### config.mk
export PLATFORM = sky130hd
export DESIGN_NAME = iter_shifter
export DESIGN_NICKNAME = d
export VERILOG_FILES = /design/src/rtl/shifter_pkg.sv /design/src/rtl/shift_step.sv /design/src/rtl/iter_shifter.sv
export SDC_FILE = /design/constraint.sdc
export NUM_CORES = 1
export LEC_CHECK = 0
export CORE_MARGIN = 8
export CORE_UTILIZATION = 44
export CTS_BUF_LIST = sky130_fd_sc_hd__clkbuf_4 sky130_fd_sc_hd__clkbuf_8
export DETAILED_ROUTE_END_ITERATION = 8
export PLACE_DENSITY = 0.78
export RECOVER_POWER = 25
export SYNTH_ARGS = -nofsm -noshare
export SYNTH_HDL_FRONTEND = slang
export SYNTH_HIERARCHICAL = 1
export SYNTH_SLANG_ARGS = --single-unit
### constraint.sdc
create_clock -name clk -period 1.1 [get_ports clk]
set_clock_uncertainty 0.1 [all_clocks]
set_input_delay 0.22 -clock clk [delete_from_list [all_inputs] [get_ports clk]]
set_output_delay 0.22 -clock clk [all_outputs]
set_load 0.005 [all_outputs]
### src/rtl/shifter_pkg.sv
// Shared types and helpers for the iterative shifter and its one-position step.
package shifter_pkg;

  typedef enum logic [1:0] {
    IDLE  = 2'd0,
    SHIFT = 2'd1,
    DONE  = 2'd2
  } state_t;

  localparam logic DIR_LEFT  = 1'b0;
  localparam logic DIR_RIGHT = 1'b1;

  // Shift amounts of WIDTH or more all produce a fully vacated word.
  function automatic int clamp_shamt(input int shamt, input int width);
    return (shamt > width) ? width : shamt;
  endfunction

endpackage

### src/rtl/shift_step.sv
// Combinational single-position shifter: moves data one bit toward MSB or LSB,
// inserting fill at the vacated end.
module shift_step
  import shifter_pkg::*;
#(
  parameter int WIDTH = 6
) (
  input  logic [WIDTH-1:0] data,
  input  logic             dir,
  input  logic             fill,
  output logic [WIDTH-1:0] next_data
);

  always_comb begin
    if (dir == DIR_RIGHT) begin
      next_data = {fill, data[WIDTH-1:1]};
    end else begin
      next_data = {data[WIDTH-2:0], fill};
    end
  end

endmodule

### src/rtl/iter_shifter.sv
// Handshaked shifter that moves the operand one bit per clock through a single step.
// Define ITER_SHIFTER_ARITH_EN to add in_arith (sign-filling right shifts).
module iter_shifter
  import shifter_pkg::*;
#(
  parameter int WIDTH   = 6,
  parameter int SHAMT_W = 3
) (
  input  logic               clk,
  input  logic               rst_n,
  input  logic               in_valid,
  output logic               in_ready,
  input  logic [WIDTH-1:0]   in_data,
  input  logic [SHAMT_W-1:0] in_shamt,
  input  logic               in_dir,
`ifdef ITER_SHIFTER_ARITH_EN
  input  logic               in_arith,
`endif
  output logic               out_valid,
  input  logic               out_ready,
  output logic [WIDTH-1:0]   out_data
);

  state_t             state_reg, state_next;
  logic [WIDTH-1:0]   data_reg, data_next;
  logic [SHAMT_W-1:0] count_reg, count_next;
  logic               dir_reg, dir_next;
  logic [SHAMT_W-1:0] clamped_shamt;
  logic [WIDTH-1:0]   stepped_data;
  logic               fill_bit;

  assign clamped_shamt = SHAMT_W'(clamp_shamt(int'(in_shamt), WIDTH));

`ifdef ITER_SHIFTER_ARITH_EN
  // Only the sign to replicate is kept; it is zero unless the shift is arithmetic.
  logic sign_fill_reg, sign_fill_next;

  assign fill_bit = (dir_reg == DIR_RIGHT) & sign_fill_reg;

  always_ff @(posedge clk or negedge rst_n) begin
    if (!rst_n) begin
      sign_fill_reg <= 1'b0;
    end else begin
      sign_fill_reg <= sign_fill_next;
    end
  end

  always_comb begin
    sign_fill_next = sign_fill_reg;
    if (state_reg == IDLE && in_valid) begin
      sign_fill_next = in_arith & in_data[WIDTH-1];
    end
  end
`else
  assign fill_bit = 1'b0;
`endif

  shift_step #(
    .WIDTH (WIDTH)
  ) u_step (
    .data      (data_reg),
    .dir       (dir_reg),
    .fill      (fill_bit),
    .next_data (stepped_data)
  );

  always_ff @(posedge clk or negedge rst_n) begin
    if (!rst_n) begin
      state_reg <= IDLE;
      data_reg  <= '0;
      count_reg <= '0;
      dir_reg   <= DIR_LEFT;
    end else begin
      state_reg <= state_next;
      data_reg  <= data_next;
      count_reg <= count_next;
      dir_reg   <= dir_next;
    end
  end

  always_comb begin
    state_next = state_reg;
    data_next  = data_reg;
    count_next = count_reg;
    dir_next   = dir_reg;
    case (state_reg)
      IDLE: begin
        if (in_valid) begin
          data_next  = in_data;
          dir_next   = in_dir;
          count_next = clamped_shamt;
          state_next = (clamped_shamt == '0) ? DONE : SHIFT;
        end
      end
      SHIFT: begin
        data_next  = stepped_data;
        count_next = count_reg - 1'b1;
        if (count_reg == SHAMT_W'(1)) begin
          state_next = DONE;
        end
      end
      DONE: begin
        // Returning to IDLE first keeps a new operand out of the output-handshake cycle.
        if (out_ready) begin
          state_next = IDLE;
        end
      end
      default: state_next = IDLE;
    endcase
  end

  assign in_ready  = (state_reg == IDLE);
  assign out_valid = (state_reg == DONE);
  assign out_data  = data_reg;

endmodule

==> flow_metrics.tcl, run 1 <==
set metrics [dict create \
    worstSetupEndpoint "state_reg[1]" \
    synth-seq-cells 12 \
    end_kind "flip-flop" \
    critPathLaunch "state_reg[1]" \
    cts_hold_buf 0 \
    yosys_warnings 6 \
    avgViaCountPerCell 5.32 \
    rr_worst_depth 6 \
    regToRegSetupSlack_ns -0.22 \
    drv_slew 0 \
    cts_tree "built" \
    final_cell_area_um2 1380 \
    ant_nets 0 \
    layout_setup_ws_ns -0.218 \
    maxCapViolations 0 \
    failed_checks "setup timing" \
    grt_pass1_vias 918 \
    final_nets 151 \
    setup_tns_ns -2.62 \
    dp_slack_ns -0.430 \
    num_vias 841 \
    clock.fmax_mhz 758 \
    crit_buf_inv 3 \
    drc 0 \
    avgSynthCellArea_um2 9.83 \
    io_pins 22 \
    hold_violations 0 \
    hold_path.class "primary input to asynchronous set/reset pin" \
    antenna_found_initial 0 \
    p_leak_nw 0.634 \
    core_um2 1750 \
    netlist_instances 83 \
    critPathArrivalTime_ns 1.41 \
    timing.rr.end "state_reg[1]" \
    antennaDiodeCount 0 \
    crit_path_top_delay_cell "dfrtp_1" \
    die_width_um 59.1 \
    grt_max_degree 13 \
    wirelength_um 2660 \
    gp_congestion 0.853 \
    rsz0062_at_grt "yes" \
    clk_pin_slew_ns 0.08 \
    cts_buffer_depth 2 \
    cts_made_buffers 3 \
    clock-sinks 12 \
    synth.distinct_cells 25 \
    die_area_um2 3490 \
    overflow 0 \
    power_mw 3.89 \
    synth_seq_area_share 0.368 \
    gr-usage-all-layers 0.165 \
    postLayoutCoreUtil 0.792 \
    largest_reg_flops 6 \
    start_util 0.467 \
    wl_per_cell_um 16.8 \
    critPathLaunchType "flip-flop" \
    fp-row-count 15 \
    min_period_over_period 1.20 \
    die_h_um 59.1 \
    cp_common_cell "buf_6" \
    drive_above_1_share 0.534 \
    worst-path-max-fanout 6 \
    crit_required_ns 1.19 \
    setup_viol 18 \
    crit_type "flip-flop to flip-flop" \
    grt_pass1_wl_um 4450 \
    htreeDepth 1 \
    cpLargestDelayFamily "flip-flops" \
    cp_cell_sequence "buf_6 -> buf_12 -> nor2b_4 -> buf_6 -> a21oi_2 -> o21ai_1" \
    r2r-start "state_reg[1]" \
    portBuffers 21 \
    drt_iter0_markers 16 \
    peakVddDrop_mv 1.71 \
    power_density_nw_per_um2 2810 \
    cts-root-buf "clkbuf_4" \
    area_growth_pct 69.5 \
    fin_crit_ns 1.32 \
    outcome "finished with violations" \
    clk_latency_ns 0.27 \
    placed_cell_area_um2 1170 \
    first_pass_iters 4 \
    slowest_delay_ns 0.41 \
    dp_hpwl_um 1540 \
    netlist_area_um2 816 \
    crit_cells 6 \
]
[report_power, final]
part | switching (mW) | leakage, nW | internal [mW]
sequential | 0.216 | 0.145 | 0.667
combinational | 1.14 | 0.475 | 1.59
clock | 0.148 | 0.0138 | 0.127
[worst register-to-register path, stage by stage (launching register included)]
cell and delay [ns]:
dfrtp_1 0.41, buf_6 0.15, buf_12 0.13, nor2b_4 0.13, buf_6 0.12, a21oi_2 0.04, o21ai_1 0.15
[synth_stat cells]
master | instances | area share
nor3_1 | 1 | 0.0061
mux2_4 | 7 | 0.13
dfrtp_1 | 12 | 0.37
inv_1 | 5 | 0.023
conb_1 | 1 | 0.0046
o21ai_0 | 1 | 0.0061
or3b_1 | 1 | 0.011
a221oi_2 | 1 | 0.018
a21oi_1 | 8 | 0.049
nand2b_1 | 2 | 0.015
nand3b_1 | 1 | 0.0092
nor2b_1 | 10 | 0.077
buf_2 | 4 | 0.025
a22oi_1 | 7 | 0.064
nor2b_2 | 1 | 0.011
buf_6 | 2 | 0.028
nor2_1 | 2 | 0.0092
o311ai_1 | 1 | 0.011
o21ai_1 | 8 | 0.049
nand4b_1 | 1 | 0.011
o22ai_1 | 2 | 0.015
a21oi_2 | 1 | 0.011
a2bb2oi_1 | 1 | 0.011
ha_1 | 2 | 0.031
a21boi_0 | 1 | 0.0092
[worst min-delay path by stage]
stage	from	end	slack, ns	depth (start not counted)
after global routing	rst_n	out_data[3]	0.31	2
after detailed placement	count_reg[1]	count_reg[1]	0.43	2
after floorplan	rst_n	count_reg[0]	-0.18	0
after global placement	count_reg[1]	count_reg[1]	0.42	2
final	rst_n	out_data[3]	0.27	2
after CTS	rst_n	out_data[3]	0.15	2
[cells in the final DEF (no fill, tap or decap), types with 2 or more instances in the layout]
| cell | synthesis | routed |
|---|---|---|
| a21oi_1 | 8 | 3 |
| a21oi_2 | 1 | 6 |
| a22oi_1 | 7 | 2 |
| a22oi_2 | 0 | 5 |
| buf_2 | 4 | 7 |
| buf_4 | 0 | 20 |
| buf_6 | 2 | 7 |
| clkbuf_2 | 0 | 2 |
| clkbuf_4 | 0 | 3 |
| clkdlybuf4s50_1 | 0 | 10 |
| conb_1 | 1 | 2 |
| dfrtp_1 | 12 | 11 |
| dlygate4sd2_1 | 0 | 2 |
| inv_1 | 5 | 4 |
| mux2_4 | 7 | 7 |
| nor2b_1 | 10 | 9 |
| nor2b_4 | 0 | 2 |
| o21ai_1 | 8 | 9 |
| o22ai_2 | 0 | 2 |
[layer usage]
layer	routed length, um	vias to the layer above	part of all wire	track usage
met5	0	-	0	0
met4	44	0	0.017	0.0648
met3	116	6	0.044	0.0347
met2	1410	24	0.53	0.301
met1	1090	414	0.41	0.180
li1	-	397	-	-
[through the flow]
stage               hold slack [ns]  cells
floorplan                    -0.176     84
global placement              0.419    143
detailed placement            0.426    143
CTS                           0.149    158
global route                  0.310    158
finish                        0.267    158
[logic make-up after synthesis]
group                    after synthesis  synth area share
multiplexers                           7             0.129
flip-flops                            12             0.368
other                                  1           0.00460
AO/OA/AOI/OAI                         31             0.244
adder cells (fa/ha/maj)                2            0.0307
buffers and inverters                 11            0.0752
AND/OR/NAND/NOR                       19             0.149
[final cells by class]
cell class	count	area [um2]
inverters	5	18.8
well taps	25	31.3
flip-flops and latches	12	302
clock buffers	3	22.5
fillers	114	363
repair buffers	51	449
multi-input cells	62	559
[timing repair]
item                       in CTS  in global routing
cloned                          2                  0
resized for setup              56                  9
pin swaps                      17                  9
setup endpoints to repair      20                 20
buffers inserted               12                  0
No activity file was read; power rests on OpenSTA's default activity.
==> inputs of run 2 (changes only) <==
Settings changed: PLACE_DENSITY 0.78 to 0.81.
==> run 2 against run 1 <==
The run still ends with setup timing left. Setup slack worse by 0.048 ns. Clock power about the same. Flip-flop and latch count unchanged. Count of clock-buffer cells in the layout unchanged. Die area unchanged. Combinational power up 2%. Largest power group unchanged.
==> flow_metrics.tcl, run 2 (synthesized netlist as in run 1, its figures left out) <==
set metrics [dict create \
    outcome "finished with violations" \
    clk_latency_ns 0.27 \
    p_leak_nw 0.629 \
    drt_iter0_markers 15 \
    drv_slew 0 \
    r2r-start "state_reg[1]" \
    crit_type "flip-flop to flip-flop" \
    regToRegSetupSlack_ns -0.27 \
    cts_buffer_depth 2 \
    rsz0062_at_grt "yes" \
    drc 0 \
    grt_pass1_vias 877 \
    critPathLaunchType "flip-flop" \
    worst-path-max-fanout 3 \
    antenna_found_initial 0 \
    die_area_um2 3490 \
    start_util 0.467 \
    peakVddDrop_mv 1.67 \
    end_kind "flip-flop" \
    gp_congestion 0.842 \
    failed_checks "setup timing" \
    grt_max_degree 13 \
    overflow 0 \
    dp_slack_ns -0.436 \
    final_nets 151 \
    grt_pass1_wl_um 4260 \
    power_mw 3.95 \
    wirelength_um 2520 \
    core_um2 1750 \
    hold_violations 0 \
    clock.fmax_mhz 732 \
    die_width_um 59.1 \
    cts_made_buffers 3 \
    critPathArrivalTime_ns 1.43 \
    htreeDepth 1 \
    wl_per_cell_um 16.0 \
    area_growth_pct 69.3 \
    fin_crit_ns 1.37 \
    dp_hpwl_um 1650 \
    power_density_nw_per_um2 2860 \
    num_vias 823 \
    largest_reg_flops 6 \
    timing.rr.end "dir_reg" \
    maxCapViolations 0 \
    clock-sinks 12 \
    layout_common_cells "20 x buf_4, 11 x clkdlybuf4s50_1, 10 x dfrtp_1" \
    first_pass_iters 4 \
    final_cell_area_um2 1380 \
    placed_cell_area_um2 1170 \
    dpl.cell_count 143 \
    drive_above_1_share 0.526 \
    io_pins 22 \
    die_h_um 59.1 \
    setup_viol 15 \
    gr-usage-all-layers 0.157 \
    fp-row-count 15 \
    clk_pin_slew_ns 0.08 \
    min_period_over_period 1.24 \
    portBuffers 21 \
    crit_required_ns 1.16 \
    avgViaCountPerCell 5.21 \
    cts-root-buf "clkbuf_4" \
    rr_worst_depth 5 \
    hold_path.class "primary input to asynchronous set/reset pin" \
    layout_setup_ws_ns -0.266 \
    finalNonFillerCells 158 \
    cts_tree "built" \
    cts_hold_buf 0 \
    ant_nets 0 \
    layout_commonest_cell "buf_4" \
    antennaDiodeCount 0 \
]
-- run 2: area by class of cell --
type                            instances  area (um2)
Clock buffer                            3        22.5
Sequential cell                        12         303
Fill cell                             113         364
Timing Repair Buffer                   52         457
Tap cell                               25        31.3
Multi-Input combinational cell         61         549
Inverter                                5        18.8
-- run 2: what timing repair did --
item / 4_1_cts / 5_1_grt
resized for setup: 54 / 9
cloned: 1 / 0
buffers inserted: 10 / 1
pin swaps: 4 / 10
endpoints found under the setup margin: 20 / 20
-- run 2: stage by stage --
stage          TNS [ns]  hold slack, ns   util
5_1_grt           -3.39           0.299  0.791
3_5_place_dp      -5.83           0.419  0.671
3_3_place_gp      -5.40           0.413  0.671
2_1_floorplan    -0.794          -0.176      -
4_1_cts           -2.84           0.139  0.773
6_report          -2.75           0.269  0.791
-- run 2: worst max-delay path by stage --
stage               slack (ns)     endpoint         start
global route             -0.29      dir_reg  state_reg[1]
detailed placement       -0.44  out_data[5]      in_valid
global placement         -0.39  out_data[5]      in_valid
CTS                      -0.25      dir_reg  state_reg[1]
finish                   -0.27      dir_reg  state_reg[1]
floorplan                -0.10  out_data[1]       dir_reg
-- run 2: routing by layer --
layer | track usage | wire length (um) | share of wire
met1 | 0.180 | 1130 | 0.45
met2 | 0.277 | 1280 | 0.51
met3 | 0.0369 | 101 | 0.040
met4 | 0.0512 | 17 | 0.0067
met5 | 0 | 0 | 0
-- run 2: worst max-delay path, cell delays in order (launching register included) --
cell and delay, ns:
dfrtp_1 0.39, buf_6 0.13, buf_6 0.11, nand2b_4 0.14, nor2_4 0.08, mux2_4 0.29
-- run 2: report_power, final --
part / internal (mW) / switching (mW)
registers: 0.670 / 0.220
logic: 1.65 / 1.13
clock network: 0.127 / 0.148
total: 2.45 / 1.50
==> inputs of run 3 (changes only) <==
Settings changed: CTS_CLUSTER_SIZE set to 8, SETUP_SLACK_MARGIN set to 0.4.
==> run 3 against run 2 <==
The flow still finishes with violations (setup timing). Via count up 0.73%. Count of clock-buffer cells in the layout grew 1. Global-route usage is 0.55 points lower. Sequential share of layout area up 0.24 points. Register-to-register slack worse by 0.03 ns. Combinational power is 7.6% lower. Die area did not move. Non-clock buffer count is 2 higher. Wire length down 7.1%. Maximum frequency fell by 1.8%. Highest routed layer unchanged.
==> flow_metrics.tcl, run 3 (synthesized netlist as in run 1, its figures left out) <==
set metrics [dict create \
    outcome "finished with violations" \
    failed_checks "setup timing" \
    clock.fmax_mhz 719 \
    grt_pass1_vias 856 \
    io_pins 22 \
    crit_type "flip-flop to flip-flop" \
    peakVddDrop_mv 1.58 \
    wirelength_um 2340 \
    fp-row-count 15 \
    setup_viol 20 \
    critPathLaunchType "flip-flop" \
    slowest_delay_ns 0.41 \
    layout_setup_ws_ns -0.292 \
    drv_slew 0 \
    cp_cell_sequence "buf_6 -> buf_6 -> nand2b_4 -> nor2_4 -> mux2_4" \
    cp_common_cell "buf_6" \
    drive_above_1_share 0.500 \
    power_mw 3.80 \
    die_h_um 59.1 \
    min_period_over_period 1.27 \
    clk_latency_ns 0.28 \
    clock-sinks 12 \
    gr-usage-all-layers 0.152 \
    layout_commonest_cell "buf_4" \
    p_sw_mw 1.41 \
    finalNonFillerCells 161 \
    clockPowerShare 0.097 \
    crit_required_ns 1.17 \
    seqPwrFrac 0.226 \
    cts_buffer_depth 2 \
    fin_crit_ns 1.39 \
    gp_congestion 0.848 \
    regToRegSetupSlack_ns -0.29 \
    p_int_mw 2.39 \
    power_density_nw_per_um2 2810 \
    crit_buf_inv 2 \
    p_leak_nw 0.630 \
    htreeDepth 1 \
    cts_hold_buf 0 \
    clk_pin_slew_ns 0.08 \
    final_nets 153 \
    wl_per_cell_um 14.6 \
    end_kind "flip-flop" \
    rsz0062_at_grt "yes" \
    area_growth_pct 66.1 \
    drc 0 \
    core_um2 1750 \
    first_pass_iters 4 \
    grt_max_degree 13 \
    die_area_um2 3490 \
    cts-root-buf "clkbuf_4" \
    antennaDiodeCount 0 \
    dpl.cell_count 146 \
    dp_hpwl_um 1660 \
    cts_tree "built" \
    antenna_found_initial 0 \
    largest_reg_flops 6 \
    crit_path_top_delay_cell "dfrtp_1" \
    start_util 0.467 \
    worst-path-max-fanout 7 \
    dp_slack_ns -0.488 \
    portBuffers 21 \
    num_vias 829 \
    avgViaCountPerCell 5.15 \
    grt_pass1_wl_um 4070 \
    maxCapViolations 0 \
    ant_nets 0 \
    cpLargestDelayFamily "flip-flops" \
    die_width_um 59.1 \
    hold_path.class "primary input to asynchronous set/reset pin" \
    critPathArrivalTime_ns 1.46 \
    cts_made_buffers 3 \
    hold_violations 0 \
    p_comb_frac 0.677 \
    drt_iter0_markers 8 \
    overflow 0 \
    p_sw_frac 0.372 \
    layout_common_cells "27 x buf_4, 12 x dfrtp_1, 12 x clkdlybuf4s50_1" \
]
-- run 3: power groups by stage --
| stage | clock, mW | combinational [mW] | sequential, mW |
|---|---|---|---|
| after detailed placement | 0 | 2.11 | 0.920 |
| after global placement | 0 | 2.05 | 0.901 |
| after floorplan | 0 | 1.23 | 0.885 |
| after CTS | 0.380 | 2.42 | 0.856 |
| after global routing | 0.404 | 2.79 | 0.884 |
| final | 0.370 | 2.57 | 0.858 |
-- run 3: path summary, 6_finish.rpt --
| kind | start | endpoint | cells after the start |
|---|---|---|---|
| hold reg to reg | count_reg[1] | count_reg[1] | 2 |
| min in group clk | in_dir | dir_reg | 2 |
| setup reg to reg | state_reg[1] | dir_reg | 5 |
| max in group asynchronous | rst_n | count_reg[1] | 2 |
| hold / removal | rst_n | out_data[2] | 2 |
| setup / recovery | state_reg[1] | dir_reg | 5 |
-- run 3: repair_timing --
item	CTS	global route
endpoints found under the setup margin	20	20
setup buffers	9	2
pin swaps	9	2
gates resized for setup	42	5
-- run 3: stage by stage --
| stage | cell area (um2) | util | TNS, ns | hold WS [ns] |
|---|---|---|---|---|
| global placement | 1210 | 0.692 | -5.75 | 0.418 |
| detailed placement | 1210 | 0.692 | -6.35 | 0.437 |
| global route | 1360 | 0.776 | -4.40 | 0.289 |
| CTS | 1320 | 0.756 | -3.51 | 0.139 |
| floorplan | 841 | - | -0.830 | -0.176 |
| finish | 1360 | 0.776 | -3.58 | 0.255 |
-- run 3: per-layer routing --
metal	up-vias	global-route usage	share of wire	wire [um]
met5	-	0	0	0
met3	4	0.0434	0.063	148
met1	394	0.165	0.42	980
met4	0	0.0751	0.020	46
li1	402	-	-	-
met2	29	0.262	0.50	1170
-- run 3: final cells by class --
type	instances	area, um2
Clock buffer	4	36.3
Fill cell	118	390
Timing Repair Buffer	54	443
Tap cell	25	31.3
Sequential cell	12	300
Multi-Input combinational cell	61	526
Inverter	5	18.8
